### config.mk
export PLATFORM = sky130hd
export DESIGN_NAME = alu_dispatch
export DESIGN_NICKNAME = d
export VERILOG_FILES = /design/src/rtl/alu_pkg.sv /design/src/rtl/alu_dec.sv /design/src/rtl/alu_dispatch.sv
export SDC_FILE = /design/constraint.sdc
export NUM_CORES = 1
export LEC_CHECK = 0
export ABC_CLOCK_PERIOD_IN_PS = 3000
export CORE_UTILIZATION = 46
export CTS_BUF_LIST = sky130_fd_sc_hd__clkbuf_4 sky130_fd_sc_hd__clkbuf_8
export CTS_CLUSTER_DIAMETER = 40
export DETAILED_ROUTE_END_ITERATION = 6
export MAX_ROUTING_LAYER = met4
export PLACE_DENSITY = 0.95
export SKIP_CTS_REPAIR_TIMING = 1
export SLEW_MARGIN = 15
export SYNTH_ARGS = -nofsm -noshare
export SYNTH_HDL_FRONTEND = slang
export SYNTH_SLANG_ARGS = --single-unit
### constraint.sdc
create_clock -name clk -period 3 [get_ports clk]
set_input_delay 0.45 -clock clk [delete_from_list [all_inputs] [get_ports clk]]
set_output_delay 0.45 -clock clk [all_outputs]
set_load 0.02 [all_outputs]
### src/rtl/alu_pkg.sv
// alu_pkg: shared encodings for the execute-stage ALU front end.
//   OP_*    : 3-bit op codes understood by the combinational 32-bit ALU.
//   ALUOP_* : 2-bit main-control aluop classes.
//   FUNCT_* : R-type funct encodings supported by the decoder.
package alu_pkg;

  localparam logic [2:0] OP_AND  = 3'b000;
  localparam logic [2:0] OP_OR   = 3'b001;
  localparam logic [2:0] OP_ADD  = 3'b010;
  localparam logic [2:0] OP_ANDN = 3'b100;
  localparam logic [2:0] OP_ORN  = 3'b101;
  localparam logic [2:0] OP_SUB  = 3'b110;
  localparam logic [2:0] OP_SLT  = 3'b111;

  localparam logic [1:0] ALUOP_ADD   = 2'b00;
  localparam logic [1:0] ALUOP_SUB   = 2'b01;
  localparam logic [1:0] ALUOP_FUNCT = 2'b10;
  localparam logic [1:0] ALUOP_OR    = 2'b11;

  localparam logic [5:0] FUNCT_ADD  = 6'b100000;
  localparam logic [5:0] FUNCT_ADDU = 6'b100001;
  localparam logic [5:0] FUNCT_SUB  = 6'b100010;
  localparam logic [5:0] FUNCT_SUBU = 6'b100011;
  localparam logic [5:0] FUNCT_AND  = 6'b100100;
  localparam logic [5:0] FUNCT_OR   = 6'b100101;
  localparam logic [5:0] FUNCT_SLT  = 6'b101010;

endpackage

### src/rtl/alu_dec.sv
// alu_dec: purely combinational aluop/funct -> ALU op decoder.
// Ports:
//   aluop   in  2  main-control class (add, sub, funct, or)
//   funct   in  6  R-type funct field, only consulted for the funct class
//   op      out 3  ALU op code
//   illegal out 1  funct class with an unsupported funct (op falls back to add)
module alu_dec
  import alu_pkg::*;
(
  input  logic [1:0] aluop,
  input  logic [5:0] funct,
  output logic [2:0] op,
  output logic       illegal
);

  // Translate the control class, consulting funct only for R-type.
  always_comb begin
    op      = OP_ADD;
    illegal = 1'b0;
    case (aluop)
      ALUOP_ADD: op = OP_ADD;
      ALUOP_SUB: op = OP_SUB;
      ALUOP_OR:  op = OP_OR;
      ALUOP_FUNCT: begin
        case (funct)
          FUNCT_ADD, FUNCT_ADDU: op = OP_ADD;
          FUNCT_SUB, FUNCT_SUBU: op = OP_SUB;
          FUNCT_AND:             op = OP_AND;
          FUNCT_OR:              op = OP_OR;
          FUNCT_SLT:             op = OP_SLT;
          default: begin
            op      = OP_ADD;
            illegal = 1'b1;
          end
        endcase
      end
      default: op = OP_ADD;
    endcase
  end

endmodule

### src/rtl/alu_dispatch.sv
// alu_dispatch: execute-stage front end. Decodes the operation, holds the ALU
// operands in an issue register (stage 1) and captures the combinational ALU
// result in a result register (stage 2), with valid/ready on both sides.
// Optional build macro ALU_SKID_EN adds a one-entry skid buffer so in_ready
// comes from a register and has no combinational path from out_ready.
// Ports:
//   clk, rst_n               clock, asynchronous active-low reset
//   flush                    synchronous squash of every in-flight entry
//   in_valid / in_ready      upstream handshake
//   in_aluop, in_funct       operation to decode
//   in_srca, in_srcb, in_imm operand sources; in_alusrc selects in_imm as num2
//   in_tag                   destination register tag
//   alu_num1/alu_num2/alu_op issue register contents driving the ALU
//   alu_result               combinational ALU result
//   out_valid / out_ready    downstream handshake
//   out_result, out_zero, out_tag, out_illegal  registered result fields
module alu_dispatch
  import alu_pkg::*;
#(
  parameter int WIDTH = 32,
  parameter int TAGW  = 5
) (
  input  logic             clk,
  input  logic             rst_n,
  input  logic             flush,
  input  logic             in_valid,
  output logic             in_ready,
  input  logic [1:0]       in_aluop,
  input  logic [5:0]       in_funct,
  input  logic [WIDTH-1:0] in_srca,
  input  logic [WIDTH-1:0] in_srcb,
  input  logic [WIDTH-1:0] in_imm,
  input  logic             in_alusrc,
  input  logic [TAGW-1:0]  in_tag,
  output logic [WIDTH-1:0] alu_num1,
  output logic [WIDTH-1:0] alu_num2,
  output logic [2:0]       alu_op,
  input  logic [WIDTH-1:0] alu_result,
  output logic             out_valid,
  input  logic             out_ready,
  output logic [WIDTH-1:0] out_result,
  output logic             out_zero,
  output logic [TAGW-1:0]  out_tag,
  output logic             out_illegal
);

  // Issue packet layout: {op, num1, num2, tag, illegal}.
  localparam int PW = 3 + 2 * WIDTH + TAGW + 1;

  logic [2:0]       dec_op_s;
  logic             dec_illegal_s;
  logic [WIDTH-1:0] num2_s;
  logic [PW-1:0]    in_pkt_s;
  logic [PW-1:0]    s1_next_s;
  logic [PW-1:0]    s1_pkt_r;
  logic             s1_valid_r;
  logic             s1_load_s;
  logic             s1_open_s;
  logic             s2_load_s;
  logic [TAGW-1:0]  s1_tag_s;
  logic             s1_illegal_s;

  alu_dec u_dec (
    .aluop   (in_aluop),
    .funct   (in_funct),
    .op      (dec_op_s),
    .illegal (dec_illegal_s)
  );

  assign num2_s   = in_alusrc ? in_imm : in_srcb;
  assign in_pkt_s = {dec_op_s, in_srca, num2_s, in_tag, dec_illegal_s};

  assign {alu_op, alu_num1, alu_num2, s1_tag_s, s1_illegal_s} = s1_pkt_r;

  assign s2_load_s = s1_valid_r && (!out_valid || out_ready);
  // Stage 1 can take a new entry if empty or if its entry moves on this edge.
  assign s1_open_s = !s1_valid_r || s2_load_s;

`ifdef ALU_SKID_EN
  logic          skid_valid_r;
  logic [PW-1:0] skid_pkt_r;
  logic          accept_s;

  assign in_ready  = !skid_valid_r;
  assign accept_s  = in_valid && in_ready && !flush;
  // The skid entry is always older than anything upstream, so it goes first.
  assign s1_load_s = !flush && s1_open_s && (skid_valid_r || accept_s);
  assign s1_next_s = skid_valid_r ? skid_pkt_r : in_pkt_s;

  // Skid buffer: parks an accepted entry when stage 1 cannot take it.
  always_ff @(posedge clk or negedge rst_n) begin
    if (!rst_n) begin
      skid_valid_r <= 1'b0;
      skid_pkt_r   <= {PW{1'b0}};
    end else if (flush) begin
      skid_valid_r <= 1'b0;
    end else if (skid_valid_r && s1_open_s) begin
      skid_valid_r <= 1'b0;
    end else if (accept_s && !s1_open_s) begin
      skid_valid_r <= 1'b1;
      skid_pkt_r   <= in_pkt_s;
    end
  end
`else
  assign in_ready  = !flush && s1_open_s;
  assign s1_load_s = in_valid && in_ready;
  assign s1_next_s = in_pkt_s;
`endif

  // Issue register: holds the ALU operands steady until stage 2 takes them.
  always_ff @(posedge clk or negedge rst_n) begin
    if (!rst_n) begin
      s1_valid_r <= 1'b0;
      s1_pkt_r   <= {PW{1'b0}};
    end else if (flush) begin
      s1_valid_r <= 1'b0;
    end else if (s1_load_s) begin
      s1_valid_r <= 1'b1;
      s1_pkt_r   <= s1_next_s;
    end else if (s2_load_s) begin
      s1_valid_r <= 1'b0;
    end
  end

  // Result register: captures the ALU output and holds it under backpressure.
  always_ff @(posedge clk or negedge rst_n) begin
    if (!rst_n) begin
      out_valid   <= 1'b0;
      out_result  <= {WIDTH{1'b0}};
      out_zero    <= 1'b0;
      out_tag     <= {TAGW{1'b0}};
      out_illegal <= 1'b0;
    end else if (flush) begin
      out_valid <= 1'b0;
    end else if (s2_load_s) begin
      out_valid   <= 1'b1;
      out_result  <= alu_result;
      out_zero    <= (alu_result == {WIDTH{1'b0}});
      out_tag     <= s1_tag_s;
      out_illegal <= s1_illegal_s;
    end else if (out_ready) begin
      out_valid <= 1'b0;
    end
  end

endmodule

Yosys cells after proc, flatten, opt, wreduce, memory -nomap -nowiden. Index checks and enable logic that the tools add are counted.

Bits in registers: 114. Latch bits: 0. Bits in writable memories: 0. Bits in read-only memories: 0. Bits of input ports: 147. Output and inout bits: 108. Word-level logic and storage cells: 45. Memories: 0.

$add $sub $neg: 0. Multiply operators: 0. Divide/modulo/power cells: 0. Order comparisons: 0. Eq/ne operators: 10. Shift operators: 0. Multiplexer cells: 11. Bitwise logic cells: 1. Reduce and logical (&&, ||, !) cells: 16.

Operators by type and width (number): $eq 6x6->1 const B (7); $logic_not 32->1 (1); $mux 32 (1); $pmux 3 s4 (2); $mux 1 (8); $reduce_or 7->1 (1); $reduce_bool 3->1 (2); $eq 2x2->1 const B (2); $reduce_and 2->1 (2); $logic_and 1x1->1 (3); $logic_not 1->1 (3); $eq 2x1->1 const B (1); $logic_not 2->1 (1); $logic_or 1x1->1 (2); $reduce_or 2->1 (1); $not 1->1 (1).

Longest topological paths before layout. Gate-level depths: netlist of the first run.

Word-level depth: 8. Mapped depth: 6.

Modules after synthesis. Synthesis of the first run repeated with hierarchy kept, for this count alone.

Cell total of the unflattened synthesis: 378. Area, all modules: 5640.4 µm².

By module, submodules not included: alu_dispatch (instances 1, cells an instance 362, area each 5539.1 µm²); alu_dec (instances 1, cells an instance 16, area each 101.3 µm²).

Worst setup path before layout of the first run. Ideal clock, no wire load.

Path kind: register -> register. From: register out_valid. To: register s1_pkt_r[39]. Library setup time: 0.125 ns. Arrival: 1.542 ns. Data required time: 2.875 ns. Setup slack: 1.333 ns. Cell stages (with the launch flop): 5. Buffers on the path: 1. Period minus slack after synthesis: 1.667 ns. Cell sequence: dfrtp_1 nor2b_4 a211oi_4 buf_2 mux2_2.

Word-level cells in the longest chain between the ends: 7.

Ends and longest elaborated chain: start, declared (RTL line alu_dispatch.sv:39) `output logic out_valid,`; start signal, assigned (RTL line alu_dispatch.sv:128) `out_valid <= 1'b0;`; start signal, assigned (RTL line alu_dispatch.sv:134) `out_valid <= 1'b0;`; start signal, assigned (RTL line alu_dispatch.sv:136) `out_valid <= 1'b1;`; $logic_not 1->1 (RTL line alu_dispatch.sv:75) `assign s2_load_s = s1_valid_r && (!out_valid || out_ready);`; $logic_or 1x1->1 (RTL line alu_dispatch.sv:75); $logic_and 1x1->1 (RTL line alu_dispatch.sv:75); $logic_or 1x1->1 (RTL line alu_dispatch.sv:77) `assign s1_open_s = !s1_valid_r || s2_load_s;`; $logic_and 1x1->1 (RTL line alu_dispatch.sv:105) `assign in_ready = !flush && s1_open_s;`; $logic_and 1x1->1 (RTL line alu_dispatch.sv:106) `assign s1_load_s = in_valid && in_ready;`; $reduce_and 2->1 (no line); end signal, assigned (RTL line alu_dispatch.sv:114) `s1_pkt_r <= {PW{1'b0}};`; end signal, assigned (RTL line alu_dispatch.sv:119) `s1_pkt_r <= s1_next_s;`; end, declared (RTL line alu_dispatch.sv:55) `logic [PW-1:0] s1_pkt_r;`.

No other way between the ends. A chain may end at the register's enable or synchronous reset.

Final worst setup path of the first run.
From: input out_ready. To: output in_ready.

Word-level cells in the longest chain between the ends: 4.

Ends and longest elaborated chain: start, declared (RTL line alu_dispatch.sv:40) `input logic out_ready,`; $logic_or 1x1->1 (RTL line alu_dispatch.sv:75); $logic_and 1x1->1 (RTL line alu_dispatch.sv:75); $logic_or 1x1->1 (RTL line alu_dispatch.sv:77); $logic_and 1x1->1 (RTL line alu_dispatch.sv:105); end, declared (RTL line alu_dispatch.sv:27) `output logic in_ready,`.

No other way between the ends.

==> results of run 1 <==
-- cell usage after synthesis (3+ instances only) --
cell type	number	area share
mux2i_1	32	0.059
buf_2	11	0.010
nand2_1	5	0.0035
nor4_1	8	0.0093
nor2_1	37	0.026
dfrtp_1	114	0.53
clkbuf_1	4	0.0028
a21oi_1	36	0.033
mux2_4	38	0.11
buf_4	67	0.093
buf_12	4	0.015
inv_1	3	0.0021
mux2_2	36	0.075
-- sequential cells by signal (all words and copies together), names as in the netlist --
signal / flops
s1_pkt_r: 73
out_result: 32
out_tag: 5
out_illegal: 1
out_valid: 1
out_zero: 1
s1_valid_r: 1
-- final cells by class --
cell class / instances / area share
Inverter: 3 / 0.001416
Tap cell: 143 / 0.02251
Clock inverter: 14 / 0.02345
Timing Repair Buffer: 260 / 0.3292
Multi-Input combinational cell: 212 / 0.2334
Clock buffer: 18 / 0.03116
Sequential cell: 114 / 0.3588
-- kinds of logic (layout without fill, tap and decap cells) --
family | after synthesis | after routing
DFF | 114 | 114
muxes | 108 | 108
buffers and inverters | 90 | 295
and+or+nand+nor | 59 | 59
AOI/OAI and AO/OA | 45 | 45
-- metrics by stage --
stage | setup slack [ps] | instance area, um^2 | instances
after floorplan | 1333 | 5384 | 416
after global placement | 672.3 | 7516 | 732
after detailed placement | 555.9 | 7516 | 732
after CTS | 720.7 | 7950 | 764
after global routing | 690.3 | 7950 | 764
final | 727.4 | 7950 | 764
-- routing by layer --
layer	GRT usage	wire length [um]	up-vias	share of wire
li1	-	-	1754	-
met1	0.2306	4753	1820	0.37
met2	0.3737	6574	169	0.51
met3	0.05938	1058	35	0.083
met4	0.1081	384	0	0.030
met5	-	0	-	0
-- power breakdown --
part | internal [mW] | switching (mW)
logic | 0.863 | 0.654
clock network | 0.924 | 0.644
registers | 1.80 | 0.156
-- how the worst max path moves through the flow --
stage / from / endpoint / cells after the start
after floorplan: out_valid$_DFFE_PN0P_ / s1_pkt_r[39]$_DFFE_PN0P_ / 4
after global routing: out_ready / in_ready / 4
after detailed placement: out_ready / s1_pkt_r[34]$_DFFE_PN0P_ / 7
final: out_ready / in_ready / 4
after CTS: out_ready / in_ready / 4
after global placement: out_ready / s1_pkt_r[28]$_DFFE_PN0P_ / 7
==> results.md, run 1 <==
GRT
* **largest net degree at the start of global routing** 70
* **first-pass GRT wire length** 18.96 mm
* **number of global-route vias before repair** 3970
* **Tot GR Track Use** 0.2173
* **initial antenna violation count** 0
* **grt total ovfl** 0

Critical path
* **standard cell with the maximum stage delay on the critical path** clkdlybuf4s50_1
* **cell family with the largest share of critical-path delay** buffers and inverters
* **peak fanout along the critical path** 5
* **CP required** 2550 ps
* **length in cells of the worst reg-to-reg path** 6
* **critical path buffer and inverter count** 2
* **cell-by-cell listing of the critical path** clkdlybuf4s50_1 > nor2b_4 > a21oi_1 > clkdlybuf4s50_1
* **most frequent CP cell** clkdlybuf4s50_1
* **Worst EP arrival** 1820 ps
* **crit-path max cell delay** 630 ps
* **slack of the worst reg-to-reg path** 1030 ps
* **startpoint type of the worst setup path** input pin
* **crit end category** output pin
* **Crit Path Category** in -> out
* **worst reg2reg path endpoint** s1_pkt_r[34]$_DFFE_PN0P_
* **reg-to-reg critical path startpoint** out_valid$_DFFE_PN0P_

Drt
* **routed length per instance** 16.71 um
* **Final Routed Wirelength** 12.77 mm
* **total via count in the routed design** 3778
* **via count normalized by instance count** 4.945
* **Final ANT Viol Nets** 0
* **remaining routing DRC violations** 0
* **first-iteration detailed-routing DRC count** 223
* **total iterations of the first detailed-routing run** 4

Timing
* **achievable frequency** 440.0 MHz
* **RSZ-0062 raised after global routing** no
* **total count of max-transition violations in the final report** 0
* **WHS** 21.21 ps
* **Post-Route Setup TNS** 0 ps
* **actual transition at the worst max-transition pin** 761.8 ps
* **worst-case headroom to the max-slew limit** 0.4921
* **fin crit period** 2273 ps
* **number of setup violations in the final report** 0
* **worst clock skew** 6.809 ps
* **Tcrit/Tclk final** 0.7575
* **Hold Vio Cnt, Final** 0

Yosys
* **number of instances in the synthesized netlist** 416
* **xor/xnor share of the synthesized area** 0
* **count of flip-flops with a built-in enable after synthesis** 0
* **basic-gate share of the synthesized area counting and, or, nand and nor cells** 0.05182
* **number of warning messages in the yosys log** 0
* **commonest register cell after synthesis** dfrtp_1
* **Synth Area in Adders** 0
* **sequential element share of the synthesized area** 0.5299
* **share of synthesized registers carrying an async set or reset** 1.000
* **portion of netlist area occupied by mux cells** 0.2449
* **post-synth cell types** 29
* **post-synth net total** 563
* **complex-gate fraction of the synthesized area** 0.04787
* **main combinational cell family by area after synthesis** multiplexers
* **synthesized flop and latch total** 114
* **average size of a mapped cell** 12.94 um^2
* **summed instance area of the synthesized netlist** 5384 um^2

Layout
* **most frequent standard cell in the layout excluding fill and tap cells** clkdlybuf4s50_1
* **total area of sequential cells** 2853 um^2
* **proportion of layout cells with a drive suffix above 1** 0.1884
* **fill cell total of the finished layout** 762
* **final design utilization** 0.6963
* **Net count, final** 755
* **diodes inserted** 0
* **multi-input combinational cell area** 1856 um^2
* **top library cells by usage in the layout, fill and taps aside** clkdlybuf4s50_1, dfrtp_1, mux2_4
* **post-synthesis to final-layout area growth** 47.66%

Floorplanning
* **Floorplan Core Area** 11420 um^2
* **site row count** 39
* **die boundary height** 110.2 um
* **Die Span X** 110.2 um
* **die area** 12140 um^2
* **number of ports placed on the die boundary** 255
* **effective utilization at floorplan** 0.4715

Power and ir drop
* **PD cells** 634.0 nW/um^2
* **leakage power** 3.457 nW
* **maximum VDD drop** 336.4 uV
* **overall power** 5.040 mW

Clocking
* **worst-skew pair later-pin latency** 420 ps
* **clock root buffer master** clkbuf_8
* **CTS tree** built
* **TritonCTS buffer count** 17
* **clk slew on worst S/H paths** 80 ps
* **number of buffers on the longest clock path** 2
* **H-tree levels** 4
* **CTS Sinks** 114

Placed design
* **post-detail-place hpwl** 9.657 mm
* **final weighted congestion in routability-driven placement** 0.8009
* **count of buffers from port buffering** 254

Flow run
* **number of max-cap violations** 0

Status
* **status** finished, final reports clean

Worst hold path
* **Hold Crit Class** in -> async

Note: power is estimated with default switching activity, not from simulation.
==> run 2: changes to the inputs <==
--- a/config.mk
+++ b/config.mk
@@ -5,13 +5,13 @@
 export SDC_FILE = /design/constraint.sdc
 export NUM_CORES = 1
 export LEC_CHECK = 0
-export ABC_CLOCK_PERIOD_IN_PS = 3000
-export CORE_UTILIZATION = 46
+export ABC_CLOCK_PERIOD_IN_PS = 2100
+export CORE_UTILIZATION = 43
 export CTS_BUF_LIST = sky130_fd_sc_hd__clkbuf_4 sky130_fd_sc_hd__clkbuf_8
 export CTS_CLUSTER_DIAMETER = 40
 export DETAILED_ROUTE_END_ITERATION = 6
 export MAX_ROUTING_LAYER = met4
-export PLACE_DENSITY = 0.95
+export PLACE_DENSITY = 0.9
 export SKIP_CTS_REPAIR_TIMING = 1
 export SLEW_MARGIN = 15
 export SYNTH_ARGS = -nofsm -noshare
==> constraint.sdc (replaced) <==
create_clock -name clk -period 2.1 [get_ports clk]
set_input_delay 0.315 -clock clk [delete_from_list [all_inputs] [get_ports clk]]
set_output_delay 0.315 -clock clk [all_outputs]
set_load 0.02 [all_outputs]
==> results.md, run 2 (synthesis results as in run 1) <==
Placed design
* **post-detail-place hpwl** 10.11 mm, was 9.657 mm
* **final weighted congestion in routability-driven placement** 0.7916, was 0.8009
* **count of buffers from port buffering** 254, unchanged
* **Cells after DPL** 761, was 732

Layout
* **top library cells by usage in the layout, fill and taps aside** clkdlybuf4s50_1, dfrtp_1, mux2_4, unchanged
* **final design utilization** 0.6603, was 0.6963
* **Most flops, register** s1_pkt_r, unchanged
* **proportion of layout cells with a drive suffix above 1** 0.1933, was 0.1884
* **Top Registers** s1_pkt_r: 73 flops, out_result: 32 flops, out_tag: 5 flops, unchanged
* **Non-Filler Instances** 794, was 764
* **diodes inserted** 0, unchanged
* **post-synthesis to final-layout area growth** 48.55%, was 47.66%
* **Net count, final** 760, was 755
* **most frequent standard cell in the layout excluding fill and tap cells** clkdlybuf4s50_1, unchanged
* **fill cell total of the finished layout** 909, was 762
* **number of flip-flops under the largest register name** 73, unchanged

Power and ir drop
* **leakage power** 3.473 nW, was 3.457 nW
* **PD cells** 864.3 nW/um^2, was 634.0 nW/um^2
* **overall power** 6.913 mW, was 5.040 mW
* **maximum VDD drop** 557.6 uV, was 336.4 uV

Clocking
* **CTS tree** built, unchanged
* **CTS Sinks** 114, unchanged
* **H-tree levels** 4, unchanged
* **worst-skew pair later-pin latency** 410 ps, was 420 ps
* **clock root buffer master** clkbuf_8, unchanged
* **clk slew on worst S/H paths** 70 ps, was 80 ps
* **number of buffers on the longest clock path** 2, unchanged
* **TritonCTS buffer count** 17, unchanged

Critical path
* **Worst EP arrival** 1420 ps, was 1820 ps
* **crit end category** output pin, unchanged
* **Critical Path Start** out_result[22]$_DFFE_PN0P_, was out_ready
* **slack of the worst reg-to-reg path** 380 ps, was 1030 ps
* **reg-to-reg critical path startpoint** out_valid$_DFFE_PN0P_, unchanged
* **length in cells of the worst reg-to-reg path** 4, was 6
* **logic depth of the worst path, buffers included** 1, was 4
* **cell family with the largest share of critical-path delay** buffers and inverters, unchanged
* **CP required** 1780 ps, was 2550 ps
* **critical path buffer and inverter count** 1, was 2
* **crit-path max cell delay** 640 ps, was 630 ps
* **capture point of the worst path** out_result[22], was in_ready
* **standard cell with the maximum stage delay on the critical path** clkdlybuf4s50_1, unchanged
* **worst reg2reg path endpoint** out_tag[3]$_DFFE_PN0P_, was s1_pkt_r[34]$_DFFE_PN0P_
* **cell-by-cell listing of the critical path** clkdlybuf4s50_1, was clkdlybuf4s50_1 > nor2b_4 > a21oi_1 > clkdlybuf4s50_1
* **peak fanout along the critical path** 2, was 5
* **Crit Path Category** reg -> out, was in -> out
* **startpoint type of the worst setup path** register, was input pin

Status
* **status** finished, final reports clean, unchanged

Timing
* **WHS** 394.7 ps, was 21.21 ps
* **fin crit period** 1738 ps
* **number of setup violations in the final report** 0, unchanged
* **worst-case headroom to the max-slew limit** 0.6411, was 0.4921
* **Hold Vio Cnt, Final** 0, unchanged
* **actual transition at the worst max-transition pin** 538.4 ps, was 761.8 ps
* **Post-Route Setup TNS** 0 ps, unchanged
* **RSZ-0062 raised after global routing** no, unchanged
* **Tcrit/Tclk final** 0.8275
* **total count of max-transition violations in the final report** 0, unchanged
* **worst clock skew** 10.25 ps, was 6.809 ps
* **achievable frequency** 575.5 MHz

Floorplanning
* **die boundary height** 113.9 um, was 110.2 um
* **die area** 12970 um^2, was 12140 um^2
* **site row count** 40, was 39
* **Die Span X** 113.9 um, was 110.2 um
* **number of ports placed on the die boundary** 255, unchanged
* **Floorplan Core Area** 12110 um^2, was 11420 um^2
* **effective utilization at floorplan** 0.4445, was 0.4715

Drt
* **Final Routed Wirelength** 13.12 mm, was 12.77 mm
* **remaining routing DRC violations** 0, unchanged
* **routed length per instance** 16.53 um, was 16.71 um
* **total iterations of the first detailed-routing run** 4, unchanged
* **via count normalized by instance count** 4.753, was 4.945
* **total via count in the routed design** 3774, was 3778
* **Final ANT Viol Nets** 0, unchanged
* **first-iteration detailed-routing DRC count** 119, was 223

GRT
* **grt total ovfl** 0, unchanged
* **number of global-route vias before repair** 4107, was 3970
* **largest net degree at the start of global routing** 62, was 70
* **initial antenna violation count** 0, unchanged
* **first-pass GRT wire length** 20.25 mm, was 18.96 mm
* **Tot GR Track Use** 0.2128, was 0.2173

Worst hold path
* **Hold Crit Class** in -> async, unchanged

Flow run
* **number of max-cap violations** 0, unchanged

run 2: layer usage:
layer  part of all wire  track usage
met1               0.37       0.2145
met2               0.53       0.3752
met3              0.069      0.06695
met4              0.030       0.1004
met5                  0            -
run 2: metrics by stage:
stage	instance area [um^2]	worst slack (ps)
final	7998	362.3
after detailed placement	7602	15.82
after CTS	7985	47.22
after global routing	7998	269.2
after global placement	7602	55.88
after floorplan	5384	433.2
run 2: worst min-delay path by stage:
stage	from	endpoint	slack [ps]
6_report	rst_n	s1_pkt_r[22]$_DFFE_PN0P_	390
5_1_grt	rst_n	s1_pkt_r[18]$_DFFE_PN0P_	390
4_1_cts	rst_n	s1_pkt_r[18]$_DFFE_PN0P_	-190
3_5_place_dp	rst_n	s1_pkt_r[18]$_DFFE_PN0P_	280
3_3_place_gp	rst_n	s1_pkt_r[18]$_DFFE_PN0P_	270
2_1_floorplan	rst_n	out_illegal$_DFFE_PN0P_	20
run 2: cell type report:
cell class	count	area [um^2]	share of cell area
multi-input combinational	212	1856	0.2320
clock inverter	12	107.6	0.01345
inverter	3	11.26	0.001408
tap	168	210.2	0.02628
timing repair buffer	265	2685	0.3357
clock buffer	20	275.3	0.03442
sequential	114	2853	0.3567
run 2: power by group:
group          switching [mW]  internal, mW
combinational           0.946          1.24
sequential              0.221          2.57
clock                   0.905          1.03
